$ cat config.mk
export PLATFORM = sky130hd
export DESIGN_NAME = sram_frame_reader
export DESIGN_NICKNAME = d
export VERILOG_FILES = /design/src/rtl/sram_frame_reader.sv
export SDC_FILE = /design/constraint.sdc
export NUM_CORES = 1
export LEC_CHECK = 0
export CAP_MARGIN = 20
export CORE_UTILIZATION = 46
export CTS_CLUSTER_DIAMETER = 40
export DETAILED_ROUTE_END_ITERATION = 10
export PLACE_DENSITY_LB_ADDON = 0.25
export RECOVER_POWER = 50
export SETUP_SLACK_MARGIN = 0.02
export SLEW_MARGIN = 20
export SYNTH_ARGS = -nofsm -noshare
export SYNTH_HDL_FRONTEND = slang
export SYNTH_SLANG_ARGS = --single-unit
$ cat constraint.sdc
create_clock -name clk -period 2.9 [get_ports clk]
set_clock_uncertainty 0.1 [all_clocks]
set_input_delay 0.58 -clock clk [delete_from_list [all_inputs] [get_ports clk]]
set_output_delay 0.58 -clock clk [all_outputs]
set_load 0.05 [all_outputs]
$ cat src/rtl/sram_frame_reader.sv
// sram_frame_reader: reads 16-bit words from the shared SRAM FIFO using the
// read/hint handshake. It checks the two-word header {CMD_TX, len+2} then
// {0x00, len} and unpacks the payload high byte first into a byte stream.
// Optional build macro FRAME_LEN_PREFIX_EN: frame_len is sent as an extra
// leading byte that carries tx_sof.
module sram_frame_reader #(
    parameter logic [7:0]  CMD_TX       = 8'h66,
    parameter int unsigned MAX_LEN      = 64,
    parameter int unsigned HINT_TIMEOUT = 1023
) (
    input  logic        clk,
    input  logic        rst,
    output logic        sram_read,
    input  logic        sram_hint,
    input  logic [15:0] data_from_sram,
    input  logic        sram_empty,
    input  logic [10:0] sram_count,
    output logic [7:0]  tx_data,
    output logic        tx_valid,
    input  logic        tx_ready,
    output logic        tx_sof,
    output logic        tx_eof,
    output logic [7:0]  frame_len,
    output logic        busy,
    output logic        frame_done,
    output logic        hdr_err
);

    typedef enum logic [2:0] {
        IDLE, RD_H0, RD_H1, RD_D, EMIT_HI, EMIT_LO, DONE, EMIT_PFX
    } state_t;

    localparam int unsigned   TW      = $clog2(HINT_TIMEOUT + 1);
    localparam logic [TW-1:0] TO_LAST = TW'(HINT_TIMEOUT - 1);

    state_t        state;
    logic [TW-1:0] to_cnt;
    logic [7:0]    len_l2;
    logic [7:0]    bytes_sent;
    logic [7:0]    lo_hold;

    logic       word_avail;
    logic       rd_state;
    logic       word_ok;
    logic       accept;
    logic [7:0] w_hi;
    logic [7:0] w_lo;
    logic [7:0] sent_p1;
    logic [7:0] sent_p2;

    // The FIFO is treated as holding data only when flag and count agree.
    assign word_avail = !sram_empty && (sram_count != '0);
    assign rd_state   = (state == RD_H0) || (state == RD_H1) || (state == RD_D);
    assign word_ok    = rd_state && sram_read && sram_hint;
    assign accept     = tx_valid && tx_ready;
    assign w_hi       = data_from_sram[15:8];
    assign w_lo       = data_from_sram[7:0];
    assign sent_p1    = bytes_sent + 8'd1;
    assign sent_p2    = bytes_sent + 8'd2;
    assign busy       = (state != IDLE);

    // Frame FSM: read handshake, header checks and byte emission.
    always_ff @(posedge clk) begin
        if (rst) begin
            state      <= IDLE;
            sram_read  <= 1'b0;
            to_cnt     <= '0;
            len_l2     <= '0;
            bytes_sent <= '0;
            lo_hold    <= '0;
            tx_data    <= '0;
            tx_valid   <= 1'b0;
            tx_sof     <= 1'b0;
            tx_eof     <= 1'b0;
            frame_len  <= '0;
            frame_done <= 1'b0;
            hdr_err    <= 1'b0;
        end else begin
            frame_done <= 1'b0;
            hdr_err    <= 1'b0;

            // Shared request/hint handshake for every word-read state.
            // Requests are only issued from a cycle with sram_read low.
            if (rd_state) begin
                if (!sram_read) begin
                    if (word_avail) begin
                        sram_read <= 1'b1;
                        to_cnt    <= '0;
                    end
                end else if (sram_hint) begin
                    sram_read <= 1'b0;
                end else if (to_cnt == TO_LAST) begin
                    sram_read <= 1'b0;
                    hdr_err   <= 1'b1;
                    state     <= IDLE;
                end else begin
                    to_cnt <= to_cnt + TW'(1);
                end
            end

            case (state)
                IDLE: begin
                    if (word_avail) state <= RD_H0;
                end
                RD_H0: begin
                    if (word_ok) begin
                        if (w_hi != CMD_TX) begin
                            hdr_err <= 1'b1;
                            state   <= IDLE;
                        end else begin
                            len_l2 <= w_lo;
                            state  <= RD_H1;
                        end
                    end
                end
                RD_H1: begin
                    if (word_ok) begin
                        if ((w_hi != 8'h00) || (len_l2 != w_lo + 8'd2) ||
                            (32'(w_lo) > MAX_LEN)) begin
                            hdr_err <= 1'b1;
                            state   <= IDLE;
                        end else begin
                            frame_len  <= w_lo;
                            bytes_sent <= '0;
`ifdef FRAME_LEN_PREFIX_EN
                            tx_data  <= w_lo;
                            tx_valid <= 1'b1;
                            tx_sof   <= 1'b1;
                            tx_eof   <= (w_lo == 8'd0);
                            state    <= EMIT_PFX;
`else
                            if (w_lo == 8'd0) begin
                                frame_done <= 1'b1;
                                state      <= IDLE;
                            end else begin
                                state <= RD_D;
                            end
`endif
                        end
                    end
                end
                RD_D: begin
                    if (word_ok) begin
                        lo_hold  <= w_lo;
                        tx_data  <= w_hi;
                        tx_valid <= 1'b1;
`ifdef FRAME_LEN_PREFIX_EN
                        tx_sof   <= 1'b0;
`else
                        tx_sof   <= (bytes_sent == 8'd0);
`endif
                        tx_eof   <= (sent_p1 == frame_len);
                        state    <= EMIT_HI;
                    end
                end
                EMIT_PFX: begin
                    if (accept) begin
                        tx_valid <= 1'b0;
                        tx_sof   <= 1'b0;
                        tx_eof   <= 1'b0;
                        state    <= (frame_len == 8'd0) ? DONE : RD_D;
                    end
                end
                EMIT_HI: begin
                    if (accept) begin
                        bytes_sent <= sent_p1;
                        tx_sof     <= 1'b0;
                        // Odd length ends here; the padding byte is dropped.
                        if (sent_p1 == frame_len) begin
                            tx_valid <= 1'b0;
                            tx_eof   <= 1'b0;
                            state    <= DONE;
                        end else begin
                            tx_data <= lo_hold;
                            tx_eof  <= (sent_p2 == frame_len);
                            state   <= EMIT_LO;
                        end
                    end
                end
                EMIT_LO: begin
                    if (accept) begin
                        bytes_sent <= sent_p1;
                        tx_valid   <= 1'b0;
                        tx_eof     <= 1'b0;
                        state      <= (sent_p1 == frame_len) ? DONE : RD_D;
                    end
                end
                DONE: begin
                    frame_done <= 1'b1;
                    state      <= IDLE;
                end
                default: state <= IDLE;
            endcase
        end
    end

endmodule

==> results.json, run 1 <==
{
  "clockRootBuffer": "clkbuf_8",
  "grt_max_degree": 24,
  "ys_types": 53,
  "wl_per_cell_um": 15.8,
  "async_flop_share_pct": 0,
  "outcome": "finished clean",
  "setup_violations": 0,
  "coreArea_um2": 7290,
  "cts_resized": 0,
  "layout-drive-gt1-share_pct": 11.5,
  "power_density_nw_per_um2": 395,
  "hold_buffers": 0,
  "diodes": 0,
  "crit_required_ns": 3.08,
  "synthCells": 431,
  "rr_worst_depth": 7,
  "seq_area_frac_synth_pct": 33.9,
  "drtIter0Drc": 341,
  "syn_to_final_growth_pct": 29.9,
  "drc": 0,
  "cts_buffers": 9,
  "ys_seq_elements": 59,
  "place_congestion": 0.907,
  "whs_endpoint": "lo_hold[6]",
  "cp_slowest_cell": "or4b_1",
  "via_per_inst": 5.82,
  "syn_nets": 469,
  "grt_overflow": 0,
  "clockBufferDepth": 2,
  "cap_violations": 0,
  "clock_latency_ns": 0.36,
  "p_leak_uw": 0.00186,
  "critPathMaxFanout": 7,
  "synth-edff-count": 0,
  "clkTransAtPathRegs_ns": 0.08,
  "antenna_found_initial": 0,
  "p_comb_share_pct": 9.3,
  "stdcell_area_um2": 4520,
  "yosys_warnings": 0,
  "p_clk_share_pct": 45.0,
  "slew_viol_final": 0,
  "startpoint": "data_from_sram[1]",
  "mappedNetlistArea_um2": 3480,
  "seq_power_share_pct": 45.7,
  "die_height_um": 89.0,
  "worstReg2RegStart": "state[2]",
  "cp-start-kind": "input port",
  "fmax_mhz": 360,
  "grt_use_total_pct": 26.2,
  "finalHoldViolations": 0,
  "critPathArrivalTime_ns": 2.96,
  "setup.worst_path.class": "in2reg",
  "die_area_um2": 7920,
  "io_buffers": 54,
  "ios": 55,
  "switchingPower_uw": 481,
  "layout.nets": 547,
  "dpl-instance-area_um2": 4320,
  "initial_utilization_pct": 47.8,
  "cts.sink_count": 59,
  "grt_pass1_vias": 3318,
  "relSlewSlack_pct": 51.1,
  "postCtsSetupRepairBufs": 0,
  "syn_avg_cell_area_um2": 8.08,
  "path_cells": "clkdlybuf4s50_1, ha_1, or4b_1, a311oi_2, buf_4, o211a_1, nand3_1, a21oi_1",
  "tightest_slew_ns": 0.733,
  "min_period_ns": 2.77,
  "hold_start": "lo_hold[6]",
  "r2r_end": "lo_hold[1]",
  "drtAntennaViolNets": 0,
  "p_sw_share_pct": 26.9,
  "p_int_uw": 1310,
  "grt_pass1_wl_um": 15700,
  "first_pass_iters": 5,
  "hold_class": "reg2reg",
  "cts_tree": "yes",
  "final_util_pct": 62.0,
  "hpwl_um": 7240,
  "max_stage_delay_ns": 0.53,
  "period_share_pct": 95.7,
  "ir_drop_mv": 0.229,
  "hold_depth": 2,
  "fp.dieW_um": 89.0,
  "synth_flop_cell": "dfxtp_1",
  "drt-total-wl_um": 9670,
  "htreeDepth": 3,
  "rsz0062_at_grt": "yes",
  "num_rows": 31,
  "worstSetupEndpointType": "flop",
  "num_vias": 3565,
  "reg2reg_setup_slack_ns": 0.17
}
-- metal layers --
metal  track usage [%]  part of all wire, %  up-vias
li1                  -                    -     1739
met1              32.7                   43     1657
met2              43.9                   47      139
met3              5.45                  6.8       30
met4              11.4                  2.7        0
met5                 0                    0        -
-- worst max-delay path: cells and delay by family --
kind | cells | cell delay (ns)
and+or+nand+nor | 2 | 0.64
buffers and inverters | 2 | 0.68
adders and majority gates | 1 | 0.28
AOI/OAI and AO/OA | 3 | 0.79
-- Yosys cell counts (all sizes together), types with 6 or more instances --
master,n,area [um^2]
nor4,13,81.3
nor3,17,85.1
o211ai,6,55.1
o21ai,23,115
nor2,44,165
a311oi,6,58.8
mux2i,22,220
buf,6,35.0
nand2,33,124
nand3,35,175
inv,10,37.5
xnor2,22,193
clkbuf,17,65.1
xor2,9,78.8
ha,6,75.1
a21oi,30,150
dfxtp,59,1180
o211a,10,100
nand4,6,37.5
-- area by class of cell --
| class | count | area [um^2] |
|---|---|---|
| repair buffers | 90 | 793 |
| clock buffers | 9 | 124 |
| flip-flops and latches | 59 | 1180 |
| inverters | 10 | 37.5 |
| well taps | 99 | 124 |
| clock inverters | 7 | 83.8 |
| multi-input cells | 339 | 2180 |
| fillers | 660 | 2770 |
-- layout by cell type (no fill, tap or decap), types with 3 or more instances in the layout --
cell             Yosys  final
nand2_1             33     33
a31oi_1              5      5
or3_1                5      5
nor3b_1              3      3
and4_1               4      4
o211a_1             10     10
o21ai_1              3      3
dfxtp_1             59     59
nand3_1             35     35
mux2i_1             22     22
buf_4                0     31
clkbuf_1            16      4
clkbuf_8             0      9
o21ai_0             20     20
o211ai_1             4      4
a311oi_1             5      5
clkdlybuf4s50_1      0     40
dlygate4sd3_1        0     14
a21oi_1             30     30
xnor2_1             22     21
inv_6                0      3
ha_1                 6      6
inv_1               10     10
xor2_1               9      9
nand4_1              6      6
nand2b_1             5      5
nor3_1              17     17
nor4_1              13     13
and2_1               5      5
nor2_1              44     44
o31ai_1              3      3
-- power by group through the flow --
stage / combinational, uW / clock [uW] / sequential [uW]
floorplan: 70.3 / 0 / 837
global placement: 163 / 0 / 836
detailed placement: 165 / 0 / 837
CTS: 165 / 812 / 818
global route: 179 / 848 / 818
finish: 166 / 804 / 818
-- worst max path at each step --
stage                          endpoint  slack, ns
final                      frame_len[2]       0.13
after global routing         frame_done      0.007
after CTS                 bytes_sent[2]       0.07
after detailed placement  bytes_sent[2]      -0.29
after global placement    bytes_sent[4]      -0.23
after floorplan            frame_len[1]       0.51
-- state kept, by name (all words and copies together) (netlist names), 3 cells and up --
| register | cells |
|---|---|
| frame_len | 8 |
| state | 3 |
| len_l2 | 8 |
| tx_data | 8 |
| to_cnt | 10 |
| lo_hold | 8 |
| bytes_sent | 8 |
-- cell families after synthesis --
family / after synthesis / synth area share (%)
DFF: 59 / 33.9
and+or+nand+nor: 179 / 25.7
buffers and inverters: 33 / 3.95
xor gates and xnor gates: 31 / 7.79
AOI/OAI and AO/OA: 101 / 20.2
muxes: 22 / 6.32
adders and majority gates: 6 / 2.16
-- through the flow --
stage,setup WS [ns],hold WS (ns),setup TNS [ns],power [uW],instances
after floorplan,0.506,0.354,0,907,431
after detailed placement,-0.293,0.385,-3.54,1000,597
after CTS,0.0665,0.402,0,1790,613
final,0.126,0.400,0,1790,613
after global routing,0.00731,0.429,0,1850,613
after global placement,-0.227,0.368,-2.49,999,597
No activity file was read; power rests on OpenSTA's default activity.
==> run 2, diff against run 1 <==
- CAP_MARGIN: 20 -> unset
==> results of run 2 <==
No change in the layout: final DEF, timing and power equal those of run 1.
==> run 3, diff against run 2 <==
- CORE_ASPECT_RATIO: unset -> 0.7
- SKIP_LAST_GASP: unset -> 1
==> results.json, run 3 (synthesized netlist as in run 1, its figures left out) <==
{
  "cts_buffers": 9,
  "critPathMaxFanout": 12,
  "finalHoldViolations": 0,
  "grt_max_degree": 41,
  "fmax_mhz": 358,
  "slew_viol_final": 0,
  "stdcell_area_um2": 4470,
  "min_period_ns": 2.79,
  "met3_usage_pct": 5.97,
  "drtAntennaViolNets": 0,
  "final_common_cell": "dfxtp_1",
  "clockBufferDepth": 2,
  "initial_utilization_pct": 47.6,
  "grt_use_total_pct": 25.2,
  "cp-start-kind": "input port",
  "grt_overflow": 0,
  "use_met2_pct": 38.6,
  "drt-total-wl_um": 9530,
  "dpl-instance-area_um2": 4300,
  "hold_start": "tx_data[1]",
  "place_congestion": 0.927,
  "r2r_end": "tx_data[2]",
  "wl_per_cell_um": 15.6,
  "coreArea_um2": 7320,
  "power_density_nw_per_um2": 381,
  "ios": 55,
  "layout.nets": 545,
  "regMostFlops": "to_cnt",
  "top_usage_layer": "met2",
  "die_height_um": 74.8,
  "relSlewSlack_pct": 56.8,
  "cts_tree": "yes",
  "critPathArrivalTime_ns": 2.90,
  "period_share_pct": 96.3,
  "hold_depth": 1,
  "hpwl_um": 7090,
  "cap_violations": 0,
  "p_leak_uw": 0.00185,
  "worstReg2RegStart": "bytes_sent[0]",
  "final_cell_mix": "dfxtp_1 (59), nor2_1 (44), nand3_1 (35), clkdlybuf4s50_1 (35), nand2_1 (33)",
  "outcome": "finished clean",
  "drtIter0Drc": 243,
  "clkTransAtPathRegs_ns": 0.07,
  "totalPowerFinal_uw": 1710,
  "die_area_um2": 7930,
  "io_buffers": 54,
  "setup.worst_path.class": "in2reg",
  "via_per_inst": 5.71,
  "drc": 0,
  "grt_pass1_vias": 3145,
  "clock_latency_ns": 0.34,
  "diodes": 0,
  "use_met1_pct": 36.2,
  "num_vias": 3480,
  "clockRootBuffer": "clkbuf_8",
  "whs_endpoint": "tx_data[1]",
  "syn_to_final_growth_pct": 28.4,
  "htreeDepth": 3,
  "fp.dieW_um": 106,
  "final_cells": 609,
  "finalSetupTns_ns": 0,
  "setup_violations": 0,
  "first_pass_iters": 7,
  "worstSetupEndpointType": "flop",
  "ir_drop_mv": 0.254,
  "rr_worst_depth": 7,
  "rsz0062_at_grt": "yes",
  "dp_cells": 594,
  "antenna_found_initial": 0,
  "tightest_slew_ns": 0.648,
  "reg2reg_setup_slack_ns": 0.36,
  "hold_class": "reg2reg",
  "crit_required_ns": 3.01,
  "cts.sink_count": 59,
  "largest_register_ff_count": 10,
  "num_rows": 26,
  "layout-drive-gt1-share_pct": 10.8,
  "grt_pass1_wl_um": 15400
}
==> run 3: worst max-delay path: stages <==
cell             delay (ns)
clkdlybuf4s50_1        0.51
ha_1                   0.28
or4b_1                 0.53
a311oi_2               0.33
o211ai_2               0.29
nor2_1                 0.17
buf_4                  0.16
nor3_1                 0.05
==> run 3: layout make-up <==
type	count	area (um^2)
fill	654	2850
inverter	10	37.5
tap	98	123
sequential	59	1180
clock buffer	10	128
clock inverter	5	55.1
multi-input combinational	339	2170
timing repair buffer	88	781
==> run 3: layer usage <==
metal	part of all wire, %	vias to the layer above
met3	6.6	5
met4	0.66	0
met5	0	-
met1	49	1615
li1	-	1739
met2	44	121
==> run 3: report_power, final <==
group | switching [uW] | total, uW | internal, uW | leakage (uW)
clock network | 333 | 722 | 389 | 0.0000881
registers | 6.07 | 819 | 812 | 0.000475
logic | 83.7 | 165 | 81.5 | 0.00129
==> run 3: how the worst max path moves through the flow <==
stage | from | to | slack, ns | depth (start not counted)
final | data_from_sram[2] | bytes_sent[6] | 0.11 | 8
after global routing | data_from_sram[2] | frame_len[1] | -0.007 | 7
after CTS | data_from_sram[2] | bytes_sent[4] | 0.10 | 7
after detailed placement | data_from_sram[2] | bytes_sent[4] | -0.25 | 7
after global placement | data_from_sram[2] | bytes_sent[4] | -0.20 | 7
after floorplan | data_from_sram[1] | frame_len[1] | 0.51 | 7
==> run 3: metrics by stage <==
step                hold WS (ns)  utilization [%]  setup slack (ns)
CTS                        0.402             61.3             0.102
detailed placement         0.386             58.8            -0.255
finish                     0.395             61.1             0.109
global placement           0.378             58.8            -0.198
global route               0.413             61.1          -0.00717
floorplan                  0.354                -             0.506
==> run 3: what timing repair did <==
item	4_1_cts	5_1_grt
endpoints found under the setup margin	0	6
gates resized for setup	0	1
hold buffers	0	0
buffers inserted	0	0
